<file path="config.mk">
export PLATFORM = sky130hd
export DESIGN_NAME = bullet_engine
export DESIGN_NICKNAME = d
export VERILOG_FILES = /design/src/rtl/bullet_engine.sv
export SDC_FILE = /design/constraint.sdc
export NUM_CORES = 1
export LEC_CHECK = 0
export CORE_ASPECT_RATIO = 0.7
export CORE_UTILIZATION = 37
export CTS_BUF_LIST = sky130_fd_sc_hd__clkbuf_16
export DETAILED_ROUTE_END_ITERATION = 16
export HOLD_SLACK_MARGIN = 0.12
export MAX_ROUTING_LAYER = met4
export PLACE_DENSITY = 0.68
export SYNTH_ARGS = -nofsm -noshare
export SYNTH_HDL_FRONTEND = slang
export SYNTH_SLANG_ARGS = --single-unit
</file>
<file path="constraint.sdc">
create_clock -name clk_i -period 4.69 [get_ports clk_i]
set_input_delay 0.938 -clock clk_i [delete_from_list [all_inputs] [get_ports clk_i]]
set_output_delay 0.938 -clock clk_i [all_outputs]
set_load 0.01 [all_outputs]
</file>
<file path="src/rtl/bullet_engine.sv">
// Two-player projectile engine: one bullet per player, spawned on fire and advanced once per frame tick.
// Resolves boundary exits, bullet-on-player hits (one-cycle collide pulses) and head-on annihilation.
module bullet_engine #(
   parameter int COORD_W         = 10,
   parameter int SCREEN_W        = 640,
   parameter int SCREEN_H        = 480,
   parameter int PLAYER_SIZE     = 16,
   parameter int BULLET_SIZE     = 4,
   parameter int BULLET_SPEED    = 4,
   parameter int COOLDOWN_FRAMES = 15
) (
   input  logic               clk_i,
   input  logic               reset_ni,
   input  logic               frame_tick_i,
   input  logic               enable_i,
   input  logic               clear_i,
   input  logic               fire_p1_i,
   input  logic               fire_p2_i,
   input  logic [COORD_W-1:0] p1_x_i,
   input  logic [COORD_W-1:0] p1_y_i,
   input  logic [COORD_W-1:0] p2_x_i,
   input  logic [COORD_W-1:0] p2_y_i,
   input  logic [1:0]         p1_dir_i,
   input  logic [1:0]         p2_dir_i,
   output logic [COORD_W-1:0] b1_x_o,
   output logic [COORD_W-1:0] b1_y_o,
   output logic [COORD_W-1:0] b2_x_o,
   output logic [COORD_W-1:0] b2_y_o,
   output logic               b1_active_o,
   output logic               b2_active_o,
   output logic               bullet_collide_player_1_o,
   output logic               bullet_collide_player_2_o
);

   localparam int W1   = COORD_W + 1;
   localparam int CD_W = $clog2(COOLDOWN_FRAMES + 1);

   localparam logic [0:0] S_IDLE = 1'b0;
   localparam logic [0:0] S_FLY  = 1'b1;

   localparam logic [1:0] DIR_UP    = 2'd0;
   localparam logic [1:0] DIR_RIGHT = 2'd1;
   localparam logic [1:0] DIR_DOWN  = 2'd2;
   localparam logic [1:0] DIR_LEFT  = 2'd3;

   localparam logic [W1-1:0]      PS      = W1'(PLAYER_SIZE);
   localparam logic [W1-1:0]      BS      = W1'(BULLET_SIZE);
   localparam logic [W1-1:0]      SPD     = W1'(BULLET_SPEED);
   localparam logic [W1-1:0]      SW      = W1'(SCREEN_W);
   localparam logic [W1-1:0]      SH      = W1'(SCREEN_H);
   localparam logic [W1-1:0]      OFF     = W1'(PLAYER_SIZE / 2 - BULLET_SIZE / 2);
   localparam logic [COORD_W-1:0] SPD_C   = COORD_W'(BULLET_SPEED);
   localparam logic [CD_W-1:0]    CD_LOAD = CD_W'(COOLDOWN_FRAMES);
   localparam logic [CD_W-1:0]    CD_ONE  = CD_W'(1);

   typedef struct packed {
      logic [0:0]         st;
      logic [COORD_W-1:0] x;
      logic [COORD_W-1:0] y;
      logic [1:0]         dir;
      logic [CD_W-1:0]    cd;
      logic               hit;
   } bullet_t;

   bullet_t b1_q, b2_q, b1_d, b2_d;

   function automatic logic overlap(input logic [W1-1:0] ax, input logic [W1-1:0] ay,
                                    input logic [W1-1:0] asz, input logic [W1-1:0] bx,
                                    input logic [W1-1:0] by, input logic [W1-1:0] bsz);
      return (ax < bx + bsz) && (ax + asz > bx) && (ay < by + bsz) && (ay + asz > by);
   endfunction

   // One tick of a single bullet: spawn or move, then the hit test against the opponent.
   function automatic bullet_t bullet_step(input bullet_t b, input logic fire,
                                           input logic [COORD_W-1:0] px, input logic [COORD_W-1:0] py,
                                           input logic [1:0] pdir,
                                           input logic [COORD_W-1:0] ox, input logic [COORD_W-1:0] oy);
      bullet_t       n;
      logic          live;
      logic [W1-1:0] x1;
      logic [W1-1:0] y1;
      n     = b;
      n.hit = 1'b0;
      live  = 1'b0;
      x1    = {1'b0, b.x};
      y1    = {1'b0, b.y};
      n.cd  = (b.cd != '0) ? b.cd - CD_ONE : b.cd;
      if (b.st == S_IDLE) begin
         if (fire && b.cd == '0) begin
            n.x   = COORD_W'({1'b0, px} + OFF);
            n.y   = COORD_W'({1'b0, py} + OFF);
            n.dir = pdir;
            n.cd  = CD_LOAD;
            live  = 1'b1;
         end
      end else begin
         case (b.dir)
            DIR_UP:    if (y1 >= SPD)           begin n.y = b.y - SPD_C; live = 1'b1; end
            DIR_RIGHT: if (x1 + SPD + BS <= SW) begin n.x = b.x + SPD_C; live = 1'b1; end
            DIR_DOWN:  if (y1 + SPD + BS <= SH) begin n.y = b.y + SPD_C; live = 1'b1; end
            DIR_LEFT:  if (x1 >= SPD)           begin n.x = b.x - SPD_C; live = 1'b1; end
         endcase
      end
      if (live && overlap({1'b0, n.x}, {1'b0, n.y}, BS, {1'b0, ox}, {1'b0, oy}, PS)) begin
         live  = 1'b0;
         n.hit = 1'b1;
      end
      n.st = live ? S_FLY : S_IDLE;
      return n;
   endfunction

   always_comb begin
      b1_d = bullet_step(b1_q, fire_p1_i, p1_x_i, p1_y_i, p1_dir_i, p2_x_i, p2_y_i);
      b2_d = bullet_step(b2_q, fire_p2_i, p2_x_i, p2_y_i, p2_dir_i, p1_x_i, p1_y_i);
      if (b1_d.st == S_FLY && b2_d.st == S_FLY &&
          overlap({1'b0, b1_d.x}, {1'b0, b1_d.y}, BS, {1'b0, b2_d.x}, {1'b0, b2_d.y}, BS)) begin
         b1_d.st = S_IDLE;
         b2_d.st = S_IDLE;
      end
   end

   always_ff @(posedge clk_i or negedge reset_ni) begin
      if (!reset_ni) begin
         b1_q <= '0;
         b2_q <= '0;
      end else if (clear_i || !enable_i) begin
         b1_q <= '0;
         b2_q <= '0;
      end else if (frame_tick_i) begin
         b1_q <= b1_d;
         b2_q <= b2_d;
      end else begin
         // collide pulses last exactly one cycle after the tick edge
         b1_q.hit <= 1'b0;
         b2_q.hit <= 1'b0;
      end
   end

   assign b1_x_o                    = b1_q.x;
   assign b1_y_o                    = b1_q.y;
   assign b2_x_o                    = b2_q.x;
   assign b2_y_o                    = b2_q.y;
   assign b1_active_o               = (b1_q.st == S_FLY);
   assign b2_active_o               = (b2_q.st == S_FLY);
   assign bullet_collide_player_2_o = b1_q.hit;
   assign bullet_collide_player_1_o = b2_q.hit;

endmodule

</file>
* Word-level counts from Yosys, hierarchy flattened *
Index checks and enable logic that the tools add are counted.

cells by class
  add/subtract/negate cells = 30
  magnitude comparators = 20
  equal/unequal tests = 8
  muxes and demuxes = 48
  reductions and logical operators = 28

operator list
  cell                     count
  $add A10 B3 Y11 const B  8
  $add A10 B3 Y10 const B  8
  $mux W10                 8
  $pmux W10 S2             4
  $gt A11 B10 Y1           6
  $lt A10 B11 Y1           6
  $mux W28                 2
  $mux W27                 2
  $mux W26                 2
  $add A10 B5 Y11 const B  4
  $add A11 B3 Y11 const B  4
  $ge A10 B3 Y1 const B    4
  $mux W20                 2
  $sub A10 B3 Y10 const B  4
  $le A11 B10 Y1 const B   2
  $le A11 B9 Y1 const B    2
  $mux W1                  22
  $logic_and A1 B1 Y1      15
  $mux W6                  2
  $eq A2 B2 Y1 const B     4
  $logic_not A4 Y1         2
  $mux W4                  2
  $pmux W1 S4              2
  $reduce_bool A4 Y1       2
  8 further kinds          15

word-level totals
  register bits after elaboration = 56
  bits of input ports = 51
  word-level logic and storage cells = 146

* Logic depth before layout (Yosys ltp) *
Gate-level depths: netlist of the first run.

  depth in word-level cells = 19
  mapped depth = 26

* Least setup slack after synthesis of the first run *
Ideal clock, no wire load.

  kind = flip-flop to flip-flop
  start point = reg b1_q (netlist bit b1_x_o[4])
  end point = reg b2_q (netlist bit b2_active_o)
  library setup time = 0.121 ns
  arrival = 4.951 ns
  path slack = -0.383 ns
  stages on the path, launching flop included = 27
  buffers on the path = 2
  cell sequence = dfrtp_1 > clkbuf_1 > inv_1 > ha_1 > nor4b_1 > nand2_1 > or2_1 > buf_6 > a221oi_1 > o22ai_1 > nand2_1 > o221ai_1 > a21oi_1 > ha_1 > xor2_1 > ha_1 > a21o_1 > a21o_1 > a21oi_1 > o21ai_0 > a21o_1 > a21o_1 > a21o_1 > a21oi_1 > or4_4 > nand4_1 > a32o_2

between the ends
  longest elaborated chain between the ends = 19
  elaborated cells on any way between the ends = 34
  those cells by class = add/sub: 5; order compare: 6; mux: 14; reduce/logical: 9

RTL lines
  what                              line  RTL
  start: declaration                65    bullet_t b1_q, b2_q, b1_d, b2_d;
  $add A10 B3 Y11                   99    DIR_RIGHT: if (x1 + SPD + BS <= SW) begin n.x = b.x + SPD_C; live = 1'b1; end
  $add A11 B3 Y11                   99
  $le A11 B10 Y1                    99
  $mux W10                          99
  $pmux W10 S2                      97    case (b.dir)
  $mux W20                          88    if (b.st == S_IDLE) begin
  $add A10 B3 Y11                   70    return (ax < bx + bsz) && (ax + asz > bx) && (ay < by + bsz) && (ay + asz > by);
  $gt A11 B10 Y1                    70
  $logic_and A1 B1 Y1 (3 in a row)  70
  $logic_and A1 B1 Y1               104   if (live && overlap({1'b0, n.x}, {1'b0, n.y}, BS, {1'b0, ox}, {1'b0, oy}, PS)) begin
  $mux W1                           104
  $mux W1                           108   n.st = live ? S_FLY : S_IDLE;
  $logic_and A1 B1 Y1               115   if (b1_d.st == S_FLY && b2_d.st == S_FLY &&
  $logic_and A1 B1 Y1 (*)           115
  $mux W1 (*)                       115
  $mux W27 (*)                      129   end else if (frame_tick_i) begin
  $mux W28 (*)                      126   end else if (clear_i || !enable_i) begin
  end: declaration                  65

Mark *: on every way between the ends. The rest lies on a longest branch, timed or not. The select of a mux whose other input is x is not followed.
A chain may end at the register's enable or synchronous reset.

* Worst setup path after layout of the first run *
Ends and elaborated chain as after synthesis.

==> metrics.md, run 1 <==
| Metric | Value |
|---|---|
| Total number of vias | 10966 |
| Number of DRC markers in iteration 0 | 961 |
| Pre-Repair DR Iteration Count | 6 |
| Max Buffers Root-to-Sink | 2 |
| Synthesized Nets | 1504 |
| Synth Cell Area | 9860 um^2 |
| Antenna violations before repair | 0 |
| Synthesis Warnings | 0 |
| Placed cell count | 1921 |
| Unrepaired setup endpoints after global routing | yes |
| Critical path class | flip-flop to flip-flop |
| Core Util, Final | 52.7% |
| Seq/Total Area, Yosys | 14.2% |
| Reg2Reg Depth | 24 |
| Max_cap viols | 0 |
| Leak | 6.23 nW |
| Placer Congestion | 0.979 |
| Hold path depth | 1 |
| Die span in x | 197 um |
| Met2 WL | 15.4 mm |
| WL met3 | 3.08 mm |
| Fin nets | 1800 |
| Cell row count | 49 |
| CTS buffer count | 5 |
| Wire length on met1 | 17.1 mm |
| Clock Skews | 0.00614 ns |
| Filler cells | 2464 |
| Power per cell area | 211 nW/um^2 |
| Power Total | 0.00288 W |
| Yosys top cell area share | 19.3% |
| Area occupied by multi-input gates | 8030 um^2 |
| Per-cell routed wire length | 18.4 um |
| Critical Path Source Type | flip-flop |
| Clock transition at the registers of the reported paths | 0.09 ns |
| Vias in the first global route | 10486 |
| Layout cells sized above 1 | 26.5% |
| Antenna-violating nets left | 0 |
| Fin cells | 1955 |
| Post-route setup slack | -0.0731 ns |
| CORE AREA | 25900 um^2 |
| Unique masters post-synth | 90 |
| First-pass GRT wire length | 56.8 mm |
| Die area | 27300 um^2 |
| Achievable clock frequency | 210 MHz |
| Fin crit share | 102% |
| Total GRT Usage | 26.9% |
| Fraction of registers with async set/reset | 100% |
| Prevailing post-synth register cell | dfrtp_1 |
| Worst endpoint required time | 4.90 ns |
| DP HPWL | 28.6 mm |
| Clk_lat worst skew | 0.32 ns |
| Synth Register Bits | 56 |
| Area leader, netlist | ha_1 |
| Uppermost layer routed | met4 |
| Post-synthesis average cell area | 7.58 um^2 |
| Largest net degree at the start of global routing | 76 |
| Status | finished, violations left |
| Post-Route WL | 36.0 mm |
| Final setup fails | 2 |
| CTS tree | built |
| Sink Count | 56 |
| Post-synth EDFFs | 0 |
| Worst hold path type | flip-flop to flip-flop |
| Area grow syn2layout | 38.6% |
| Starting Density | 38.0% |
| Min Tclk post-route | 4.76 ns |
| I/O pin cnt | 95 |
| Gate count of the mapped netlist | 1301 |
| Failing checks | negative setup slack |
| Max FO, Critical Path | 5 |
| VDD IR max | 0.149 mV |
| Vias per inst | 5.61 |
| Register area | 1410 um^2 |
| Fin. Hold Viols | 0 |
| Max Slew Vio Count | 0 |
| Residual DRC | 0 |
| Most numerous cell in the Yosys netlist | ha_1 |
| Critical Path End Type | flip-flop |
| Overflow after GRT | 0 |
| Htree depth | 2 |
| Die Y | 139 um |
| Synth top cells by count | ha_1 (152), nor2_1 (117), inv_1 (114) |
| CTS root buf | clkbuf_16 |
| Worst slew pin tran | 0.941 ns |
| Synth top area cells | ha_1 (19%), dfrtp_1 (14%), xnor2_1 (6.1%), nor2_1 (4.5%), inv_1 (4.3%) |
| Dpl ws | -0.407 ns |
| ANT cells | 0 |
| IO Port Bufs | 94 |
| Rel. slew slack | 37.3% |
| Hold-fix buffers, CTS | 0 |
| Critical Path AT | 4.97 ns |
-- through the flow --
stage / hold WS, ns / setup TNS (ns) / area, um^2
after floorplan: 0.464 / 0 / 9910
after global placement: 0.493 / -1.26 / 12800
after detailed placement: 0.495 / -1.29 / 12800
after CTS: 0.508 / -0.0150 / 13300
after global routing: 0.546 / -0.710 / 13700
final: 0.510 / -0.130 / 13700
-- cells by family after synthesis --
logic type                 after synthesis  share of synthesized area [%]
and+or+nand+nor                        439                           23.1
AOI/OAI and AO/OA                      330                           23.4
buffers and inverters                  219                           10.3
adders and majority gates              152                           19.3
xor gates and xnor gates                76                           6.75
DFF                                     56                           14.2
muxes                                   29                           2.97
-- report_power, final --
group / internal [W] / leakage [nW] / switching (W)
clock network: 0.000202 / 0.0722 / 0.000226
registers: 0.000502 / 0.763 / 0.0000308
logic: 0.000939 / 5.39 / 0.000981
-- flip-flops by register name (all words and copies together) (netlist names) --
register / flops
bullet_collide_player_2_o: 1
b1_x_o: 10
b1_active_o: 1
b2_active_o: 1
b1_q: 6
b1_y_o: 10
bullet_collide_player_1_o: 1
b2_y_o: 10
b2_x_o: 10
b2_q: 6
-- what timing repair did --
| item | CTS | global route |
|---|---|---|
| buffers inserted | 19 | 10 |
| resized for setup | 50 | 60 |
| pin swaps | 36 | 44 |
| setup endpoints to repair | 4 | 4 |
-- worst paths after layout --
check,startpoint,to,slack (ns)
hold reg to reg,b2_q[1]$_DFFE_PN0P_,b2_q[1]$_DFFE_PN0P_,0.51
max in group asynchronous,reset_ni,b1_y_o[3]$_DFFE_PN0P_,3.06
hold / removal,b2_q[1]$_DFFE_PN0P_,b2_q[1]$_DFFE_PN0P_,0.51
min in group asynchronous,reset_ni,b1_x_o[8]$_DFFE_PN0P_,0.65
setup reg to reg,b1_x_o[4]$_DFFE_PN0P_,b2_active_o$_DFFE_PN0P_,-0.07
setup / recovery,b1_x_o[4]$_DFFE_PN0P_,b2_active_o$_DFFE_PN0P_,-0.07
-- placed cells by master (no fill, tap or decap), drive strengths merged, types with 30 or more instances in the layout --
cell type      instances
a21oi                 75
a211oi                43
buf                  299
ha                   152
nor3                  30
nand2                 81
o21ai                 55
dfrtp                 56
xnor2                 69
nand3                 47
nor2                 117
clkdlybuf4s50         92
inv                  118
-- layout make-up --
class | count | area share, %
multi-input combinational | 1026 | 58.8
timing repair buffer | 391 | 23.4
sequential | 56 | 10.3
tap | 357 | 3.27
inverter | 117 | 3.21
clock buffer | 5 | 0.915
clock inverter | 3 | 0.156
-- critical path, cell delays in order, from the launching register on --
cell and delay, ns:
dfrtp_2 0.42, inv_2 0.08, ha_4 0.21, nor4b_4 0.27, nand2_1 0.12, buf_4 0.15, buf_4 0.12, buf_4 0.12
buf_4 0.12, buf_4 0.11, buf_4 0.13, nor2_4 0.09, nor3_2 0.08, o31ai_4 0.46, nand2_2 0.14, nor2_1 0.12
nand3_1 0.12, xnor2_1 0.20, ha_1 0.34, nand4_1 0.11, or4b_4 0.50, a21oi_2 0.13, or4_4 0.13, nand4_1 0.08
a32o_2 0.30
-- routing by layer --
metal	vias to the layer above	GRT usage (%)
met2	461	39.5
met3	43	4.89
met1	5209	38.6
li1	5253	-
met4	0	4.41
met5	-	-
No activity file was read; power rests on OpenSTA's default activity.
==> inputs of run 2 (changes only) <==
==> constraint.sdc (replaced) <==
create_clock -name clk_i -period 4.69 [get_ports clk_i]
set_input_delay 0.938 -clock clk_i [delete_from_list [all_inputs] [get_ports clk_i]]
set_output_delay 0.938 -clock clk_i [all_outputs]
set_load 0.005 [all_outputs]
==> results of run 2 <==
Same layout as run 1 (identical final DEF). Status: finished, violations left: negative setup slack.
Among the figures that moved: total power 0.00288 W -> 0.00287 W
